--- config.mk ---
export PLATFORM = sky130hd
export DESIGN_NAME = serial_subtractor
export DESIGN_NICKNAME = d
export VERILOG_FILES = /design/src/rtl/serial_subtractor.sv
export SDC_FILE = /design/constraint.sdc
export NUM_CORES = 1
export LEC_CHECK = 0
export CAP_MARGIN = 20
export CORE_AREA = 2 2 64 66
export CTS_BUF_LIST = sky130_fd_sc_hd__clkbuf_8 sky130_fd_sc_hd__clkbuf_16
export DETAILED_ROUTE_END_ITERATION = 10
export DIE_AREA = 0 0 66 68
export GPL_TIMING_DRIVEN = 0
export PLACE_DENSITY = 0.71
export SKIP_LAST_GASP = 1
export SYNTH_ARGS = -nofsm -noshare
export SYNTH_HDL_FRONTEND = slang
export SYNTH_SLANG_ARGS = --single-unit
export TNS_END_PERCENT = 30
--- constraint.sdc ---
create_clock -name clk -period 1.5 [get_ports clk]
set_clock_uncertainty 0.1 [all_clocks]
set_input_delay 0.3 -clock clk [delete_from_list [all_inputs] [get_ports clk]]
set_output_delay 0.3 -clock clk [all_outputs]
set_load 0.1 [all_outputs]
--- src/rtl/serial_subtractor.sv ---
// ---------------------------------------------------------------------------
// serial_subtractor
//   Bit-serial unsigned subtractor: diff_out = a_in - b_in - bin (mod 2^WIDTH),
//   borrow_out = final borrow. One bit is processed per clock, LSB first,
//   through a single fullsub cell. An operation takes WIDTH RUN cycles plus
//   one DONE cycle.
//
//   Ports
//     clk        : system clock, rising edge
//     rst        : synchronous active-high reset
//     start      : begin a subtraction (sampled only while idle)
//     a_in       : minuend, captured on an accepted start
//     b_in       : subtrahend, captured on an accepted start
//     bin        : initial borrow-in, captured on an accepted start
//     busy       : high while an operation is running or completing
//     done       : one-cycle pulse when diff_out/borrow_out are updated
//     diff_out   : registered difference, held until the next completion
//     borrow_out : registered final borrow, held until the next completion
// ---------------------------------------------------------------------------

// Single-bit full subtractor: diff = a - b - cin, borrow when the result
// goes negative.
module fullsub (
  input  logic a,
  input  logic b,
  input  logic cin,
  output logic diff,
  output logic borrow
);

  assign diff   = a ^ b ^ cin;
  assign borrow = (~a & b) | (~(a ^ b) & cin);

endmodule

module serial_subtractor #(
  parameter int WIDTH = 8
) (
  input  logic             clk,
  input  logic             rst,
  input  logic             start,
  input  logic [WIDTH-1:0] a_in,
  input  logic [WIDTH-1:0] b_in,
  input  logic             bin,
  output logic             busy,
  output logic             done,
  output logic [WIDTH-1:0] diff_out,
  output logic             borrow_out
);

  localparam int unsigned CNT_W = $clog2(WIDTH);

  typedef enum logic [1:0] {
    S_IDLE,
    S_RUN,
    S_DONE
  } state_e;

  state_e           state_q, state_d;
  logic [WIDTH-1:0] a_q, a_d;
  logic [WIDTH-1:0] b_q, b_d;
  logic [WIDTH-1:0] res_q, res_d;
  logic [WIDTH-1:0] diff_q, diff_d;
  logic             brw_q, brw_d;
  logic             bout_q, bout_d;
  logic [CNT_W-1:0] cnt_q, cnt_d;

  logic             fs_diff;
  logic             fs_borrow;

  fullsub u_fullsub (
    .a      (a_q[0]),
    .b      (b_q[0]),
    .cin    (brw_q),
    .diff   (fs_diff),
    .borrow (fs_borrow)
  );

  always_comb begin
    state_d = state_q;
    a_d     = a_q;
    b_d     = b_q;
    res_d   = res_q;
    diff_d  = diff_q;
    brw_d   = brw_q;
    bout_d  = bout_q;
    cnt_d   = cnt_q;

    case (state_q)
      S_IDLE: begin
        if (start) begin
          a_d     = a_in;
          b_d     = b_in;
          brw_d   = bin;
          cnt_d   = '0;
          state_d = S_RUN;
        end
      end

      S_RUN: begin
        a_d   = {1'b0, a_q[WIDTH-1:1]};
        b_d   = {1'b0, b_q[WIDTH-1:1]};
        res_d = {fs_diff, res_q[WIDTH-1:1]};
        brw_d = fs_borrow;
        cnt_d = cnt_q + CNT_W'(1);
        // Last bit: publish the result directly from the cell output so the
        // outputs update on the same edge as the final shift.
        if (cnt_q == CNT_W'(WIDTH - 1)) begin
          diff_d  = {fs_diff, res_q[WIDTH-1:1]};
          bout_d  = fs_borrow;
          state_d = S_DONE;
        end
      end

      S_DONE: begin
        state_d = S_IDLE;
      end

      default: begin
        state_d = S_IDLE;
      end
    endcase
  end

  always_ff @(posedge clk) begin
    if (rst) begin
      state_q <= S_IDLE;
      a_q     <= '0;
      b_q     <= '0;
      res_q   <= '0;
      diff_q  <= '0;
      brw_q   <= 1'b0;
      bout_q  <= 1'b0;
      cnt_q   <= '0;
    end else begin
      state_q <= state_d;
      a_q     <= a_d;
      b_q     <= b_d;
      res_q   <= res_d;
      diff_q  <= diff_d;
      brw_q   <= brw_d;
      bout_q  <= bout_d;
      cnt_q   <= cnt_d;
    end
  end

  assign busy       = (state_q != S_IDLE);
  assign done       = (state_q == S_DONE);
  assign diff_out   = diff_q;
  assign borrow_out = bout_q;

endmodule

-- Word level (Yosys, flattened, before mapping)
Cells that the tools add are included.
- register bits after elaboration: 39
- bits of input ports: 20
- word-level logic and storage cells: 38
- $add $sub $neg: 1
- equal/unequal tests: 5
- muxes and demuxes: 11
- bitwise operators: 7
- reductions and logical operators: 6
- operators by type and width (cell ; number):
    8-bit case mux with 2 select lines ; 2
    8-bit two-way mux ; 2
    3-bit case mux with 2 select lines ; 1
    2-bit AND reduction ; 3
    2-bit two-way mux ; 2
    2-bit != test (second input constant) ; 2
    2-bit case mux with 2 select lines ; 1
    2-bit nonzero test ; 2
    3-bit by 1-bit adder with 3-bit output (second input constant) ; 1
    3-bit == test (second input constant) ; 1
    3-bit two-way mux ; 1
    1-bit AND ; 2
    2-bit by 1-bit == test with 1-bit output (second input constant) ; 1
    2-bit == test (second input constant) ; 1
    2-bit zero test ; 1
    1-bit inverter ; 2
    1-bit case mux with 2 select lines ; 1
    1-bit XOR ; 2
    1-bit two-way mux ; 1
    1-bit bitwise OR ; 1

-- Longest topological paths before layout
Gate-level depths: netlist (run 1).
- word-level depth: 5
- gate-level depth with buffers: 5
- depth with buffers taken out: 5

-- By module
A second synthesis (run 1) with hierarchy kept.
- cells, all modules: 175
- area, all modules: 1575.3 um2
- by module, submodules not included (module ; instances ; cells each ; area each (um2)):
    serial_subtractor ; 1 ; 171 ; 1544.0
    fullsub ; 1 ; 4 ; 31.3

-- Worst setup path before layout (run 1)
No wires, ideal clock.
- kind: register to output
- start point: reg state_q[1]
- end point: out done
- data arrival time: 1995 ps
- data required time: 1100 ps
- setup slack: -895 ps
- cell stages (with the launch flop): 4
- path buffers: 1
- cells stage by stage: dfxtp_1 inv_1 buf_1 nor2_1
- word-level cells in the longest chain between the ends: 1
- ends and longest elaborated chain (element ; RTL line ; RTL):
    start, declared ; 59 ; state_e state_q, state_d;
    start signal, assigned ; 136 ; state_q <= state_d;
    2-bit == test ; 148 ; assign done = (state_q == S_DONE);
    end, declared ; 46 ; output logic done,
No other way between the ends.

-- Worst setup path in the final report (run 1)
- start point: reg diff_q[4] (netlist: diff_out[4])
- end point: out diff_out[4]
- RTL lines (element ; RTL line ; RTL):
    start, declared ; 63 ; logic [WIDTH-1:0] diff_q, diff_d;
    start signal, assigned ; 140 ; diff_q <= diff_d;
    end, declared ; 47 ; output logic [WIDTH-1:0] diff_out,
No word-level cell between the ends.

==> impl_metrics.json, run 1 <==
{
  "worstSetupPathType": "flop to output port",
  "wire_per_inst_um": 13.11,
  "slew_headroom_pct": 62.24,
  "grt-ovfl-total": 0,
  "grt_max_degree": 12,
  "reg2reg_to": "a_q[3]$_SDFFE_PP0P_",
  "start_util_pct": 42.25,
  "critical_path.slowest_cell": "clkdlybuf4s15_2",
  "grt_pass1_vias": 1334,
  "avgSynthCellArea_um2": 8.951,
  "postRouteAntennaNets": 0,
  "ios": 31,
  "power.leakage_nw": 0.7875,
  "clk_latency_ps": 290,
  "gp_routability_congestion": 0.7662,
  "synth_seq_area_share_pct": 46.70,
  "slew_violations": 0,
  "netlist_area_um2": 1629,
  "status": "finished with violations",
  "hp-class": "input pin to flop",
  "fp-row-count": 23,
  "die_x_um": 66,
  "period_share_pct": 104.5,
  "drt_wl_total_mm": 3.593,
  "min_period_ps": 1567,
  "hold_depth": 3,
  "setup_slack_ps": -66.93,
  "cts_hold_buffers": 0,
  "antenna_found_initial": 0,
  "worst_pin_slew_ps": 566.5,
  "fin_util_pct": 55.48,
  "synthDistinctLibCells": 32,
  "synth_nets": 205,
  "nets": 247,
  "die_height_um": 68,
  "htreeDepth": 2,
  "maxCapViolCount": 0,
  "worstPathRequired_ps": 1100,
  "placed_cells": 260,
  "r2r_slack_ps": 40,
  "first_pass_iters": 4,
  "violations": "setup timing",
  "slowest_delay_ps": 550,
  "cts_tree": "yes",
  "rsz0062_at_grt": "true",
  "coreArea_um2": 3856,
  "vias": 1427,
  "area_growth_pct": 31.34,
  "crit_family": "buffers and inverters",
  "cts_root_buf": "clkbuf_8",
  "end_kind": "output port",
  "antenna_cells": 0,
  "postSynthCellCount": 182,
  "final_hold_viol_count": 0,
  "fmax_ghz": 0.6382,
  "critPathArrivalTime_ps": 1170,
  "die_area_um2": 4488,
  "vias_per_cell": 5.208,
  "path_max_fanout": 2,
  "route.detailed.drc": 0,
  "port_buffers": 28,
  "power_density_nw_per_um2": 955.3,
  "crit_chain": "clkdlybuf4s15_2",
  "ys_ff_latch": 38,
  "grt_use_total_pct": 18.10,
  "post-dp-hpwl_mm": 2.426,
  "instances_no_fill": 274,
  "ys_warn_count": 0,
  "hold_end": "b_q[1]$_SDFFE_PP0P_",
  "setup_viol": 7,
  "timing.rr.start": "state_q[1]$_SDFFE_PP0P_",
  "fill_cells": 373,
  "drive_gt1_share_pct": 23.21,
  "dr.first_iter.drc_count": 67,
  "reg2reg_depth": 5,
  "hp-start": "start",
  "worstSetupStartpointType": "flop",
  "cp_num_buf_inv": 1,
  "path_clk_slew_ps": 70,
  "setup.worst_path.start": "diff_out[4]$_SDFFE_PP0P_",
  "cts_buffers": 5,
  "cts_sinks": 38,
  "cts.path.max_buffers": 2,
  "grt_pass1_wl_mm": 6.141,
  "ir_drop_uv": 637.9
}
==> report_power, final <==
part	internal (mW)	leakage, nW	total, mW	switching, mW
clock network	0.311	0.0438	0.649	0.337
logic	0.150	0.431	0.313	0.162
registers	1.06	0.312	1.08	0.0274
==> sequential cells by signal, indices dropped and copies added (netlist names) <==
name        flops
diff_out        8
borrow_out      1
state_q         2
cnt_q           3
a_q             8
res_q           7
b_q             8
brw_q           1
==> layout by cell type, fill, tap and decap left out, types with 4 or more instances in the layout <==
cell,instances
dfxtp_1,36
nor2_1,28
nand2_1,22
clkdlybuf4s50_1,17
a21oi_1,16
buf_4,11
o2bb2ai_1,11
a211oi_1,11
nand3_1,8
buf_2,7
clkbuf_8,5
clkdlybuf4s15_2,4
==> cells in the mapped netlist <==
cell type,number,share of area [%]
a2111oi_2,1,0.92
a211oi_1,11,5.1
a211oi_2,3,2.3
a21oi_1,16,4.9
a221oi_1,1,0.54
a22oi_1,2,0.92
a311oi_1,1,0.54
a32oi_1,2,1.1
and2b_2,1,0.54
buf_1,3,0.69
buf_12,1,1.2
buf_2,2,0.61
buf_4,2,0.92
buf_6,2,1.4
clkbuf_1,4,0.92
dfxtp_1,38,47
fa_1,1,1.2
ha_1,2,1.5
inv_1,4,0.92
inv_2,1,0.23
mux2i_1,1,0.61
nand2_1,22,5.1
nand2b_1,2,0.77
nand3_1,8,2.5
nand3b_2,1,0.69
nor2_1,30,6.9
nor2_2,3,1.2
nor3_1,1,0.31
o21ba_2,1,0.61
o21bai_4,1,1.2
o22ai_1,3,1.2
o2bb2ai_1,11,5.9
==> metrics by stage <==
step	power (mW)	TNS [ps]	setup slack, ps	hold slack (ps)	instance area, um2
after global placement	1.401	-4666	-868.0	342.1	1994
after detailed placement	1.407	-4786	-876.0	346.3	1994
final	2.044	-410.2	-66.93	345.6	2140
after floorplan	1.308	-83.08	-51.26	336.6	1652
after CTS	2.059	-778.7	-85.95	335.6	2147
after global routing	2.133	-734.1	-105.2	367.9	2140
==> worst max path at each step <==
stage	depth (start not counted)	endpoint	slack, ps
4_1_cts	4	done	-90
6_report	1	diff_out[4]	-70
3_3_place_gp	4	done	-870
5_1_grt	4	busy	-110
2_1_floorplan	4	busy	-50
3_5_place_dp	4	done	-880
==> cell type report <==
| class | count | area [um2] | share of cell area (%) |
|---|---|---|---|
| clock buffers | 5 | 68.82 | 3.216 |
| well taps | 50 | 62.56 | 2.924 |
| clock inverters | 2 | 10.01 | 0.4678 |
| repair buffers | 37 | 352.8 | 16.49 |
| inverters | 5 | 26.28 | 1.228 |
| multi-input cells | 125 | 770.7 | 36.02 |
| flip-flops and latches | 38 | 768.2 | 35.91 |
| plain buffers | 12 | 80.08 | 3.743 |
==> kinds of logic (layout without fill, tap and decap cells) <==
group / Yosys count / count (layout) / share of synthesized area [%]
compound gates: 53 / 53 / 25.12
fa+ha+maj: 3 / 3 / 2.765
simple gates: 68 / 68 / 17.90
mux: 1 / 1 / 0.6145
flops: 38 / 38 / 46.70
buf+inv: 19 / 61 / 6.911
==> layer usage <==
metal,global-route usage [%],up-vias,part of all wire (%)
li1,-,724,-
met1,23.70,668,50
met2,27.78,28,44
met3,4.770,7,4.8
met4,8.929,0,1.7
met5,0,-,0
==> timing repair <==
action | 4_1_cts | 5_1_grt
pin swaps | 1 | 1
gates resized for setup | 61 | 4
setup endpoints to repair | 20 | 21
setup buffers | 8 | 1
(Power assumes the default switching activity.)
==> run 2, diff against run 1 <==
GPL_ROUTABILITY_DRIVEN = 0   (was unset)
clock period = 1.9 ns   (was 1.5 ns; I/O delays follow)
==> run 2 against run 1 <==
  * Total power shrank 22%
  * Sequential cell count is the same
  * Sequential share of layout area grew 1.1 points
  * Final cell count shrank 2.6%
  * Sequential power shrank 21%
  * Non-clock buffer count shrank 7
  * Worst setup slack gained 48 ps
  * Global-route usage shrank 0.52 points
  * Critical endpoint is now diff_out[7]
  * Utilization shrank 2.1 points
  * The run still ends with setup timing left
  * Wire length shrank 3.0%
  * Combinational power shrank 26%
==> impl_metrics.json, run 2 (synthesized netlist as in run 1, its figures left out) <==
{
  "path_depth": 1,
  "clk_latency_ps": 280,
  "final_common_cell": "dfxtp_1",
  "final_hold_viol_count": 0,
  "cts_sinks": 38,
  "ios": 31,
  "critical_path.slowest_cell": "clkdlybuf4s15_1",
  "antenna_cells": 0,
  "violations": "setup timing",
  "path_clk_slew_ps": 70,
  "grt_use_total_pct": 17.58,
  "fmax_ghz": 0.5212,
  "reg2reg_depth": 5,
  "maxCapViolCount": 0,
  "grt_max_degree": 15,
  "vias_per_cell": 5.199,
  "cts_hold_buffers": 0,
  "worstSetupPathType": "flop to output port",
  "htreeDepth": 2,
  "crit_chain": "clkdlybuf4s15_1",
  "postRouteAntennaNets": 0,
  "end_kind": "output port",
  "setup_viol": 7,
  "start_util_pct": 42.25,
  "coreArea_um2": 3856,
  "antenna_found_initial": 0,
  "status": "finished with violations",
  "stdcell_area_um2": 2059,
  "die_x_um": 66,
  "cp_num_buf_inv": 1,
  "power_density_nw_per_um2": 770.7,
  "cts.path.max_buffers": 2,
  "worst_pin_slew_ps": 948.5,
  "grt-ovfl-total": 0,
  "grt_pass1_vias": 1328,
  "first_pass_iters": 4,
  "setup_slack_ps": -18.79,
  "route.detailed.drc": 0,
  "crit_family": "buffers and inverters",
  "drive_gt1_share_pct": 14.75,
  "fp-row-count": 23,
  "cts_tree": "yes",
  "area_growth_pct": 26.42,
  "slew_headroom_pct": 37.01,
  "die_area_um2": 4488,
  "cts_root_buf": "clkbuf_8",
  "path_max_fanout": 2,
  "min_period_ps": 1919,
  "rsz0062_at_grt": "true",
  "period_share_pct": 101.0,
  "worstSetupStartpointType": "flop",
  "post-dp-hpwl_mm": 2.435,
  "final_cell_mix": "dfxtp_1 (37), nor2_1 (29), nand2_1 (22)",
  "drt_wl_total_mm": 3.487,
  "holdWs_ps": 354.3,
  "post-place-ws_ps": -747.3,
  "critPathArrivalTime_ps": 1440,
  "nets": 240,
  "wire_per_inst_um": 13.06,
  "cts_buffers": 5,
  "hp-class": "flop to flop",
  "fill_cells": 384,
  "die_height_um": 68,
  "placed_area_um2": 1979,
  "worstPathRequired_ps": 1420,
  "slowest_delay_ps": 820,
  "slew_violations": 0,
  "port_buffers": 28,
  "dr.first_iter.drc_count": 49,
  "vias": 1388,
  "power.leakage_nw": 0.7505,
  "tns_ps": -65.54,
  "hold_depth": 2,
  "ir_drop_uv": 442.5,
  "grt_pass1_wl_mm": 5.968
}
## run 2: stage by stage
stage / power [mW] / instances / util, %
6_report: 1.587 / 267 / 53.41
5_1_grt: 1.666 / 267 / 53.41
4_1_cts: 1.598 / 267 / 53.28
3_5_place_dp: 1.106 / 260 / 51.33
3_3_place_gp: 1.102 / 260 / 51.33
2_1_floorplan: 1.029 / 182 / -
## run 2: power breakdown
group	leakage [nW]	switching [mW]	internal, mW
logic	0.393	0.123	0.109
registers	0.311	0.0222	0.835
clock network	0.0466	0.257	0.242
total	0.751	0.401	1.19
## run 2: layout make-up
class,count,area [um2],area share [%]
tap,50,62.56,3.038
sequential,38,762.0,37.00
timing repair buffer,29,282.8,13.73
multi-input combinational,125,763.2,37.06
buffer,13,90.09,4.374
clock buffer,5,68.82,3.341
inverter,5,22.52,1.094
clock inverter,2,7.507,0.3645
## run 2: metal layers
metal / vias to the layer above / wire [um] / track usage (%)
met3: 8 / 136 / 4.112
met4: 0 / 62 / 6.888
met5: - / 0 / 0
met2: 25 / 1571 / 29.04
met1: 647 / 1715 / 22.36
li1: 708 / - / -
## run 2: worst paths after layout
path                       startpoint                       end  slack [ps]
min          diff_out[1]$_SDFFE_PP0P_  diff_out[1]$_SDFFE_PP0P_         350
max reg2reg     cnt_q[0]$_SDFFE_PP0P_  diff_out[4]$_SDFFE_PP0P_         370
max          diff_out[7]$_SDFFE_PP0P_               diff_out[7]         -20
min reg2reg  diff_out[1]$_SDFFE_PP0P_  diff_out[1]$_SDFFE_PP0P_         350
## run 2: repair_timing
item	4_1_cts	5_1_grt
buffers inserted	1	0
setup endpoints to repair	11	9
resized for setup	26	9
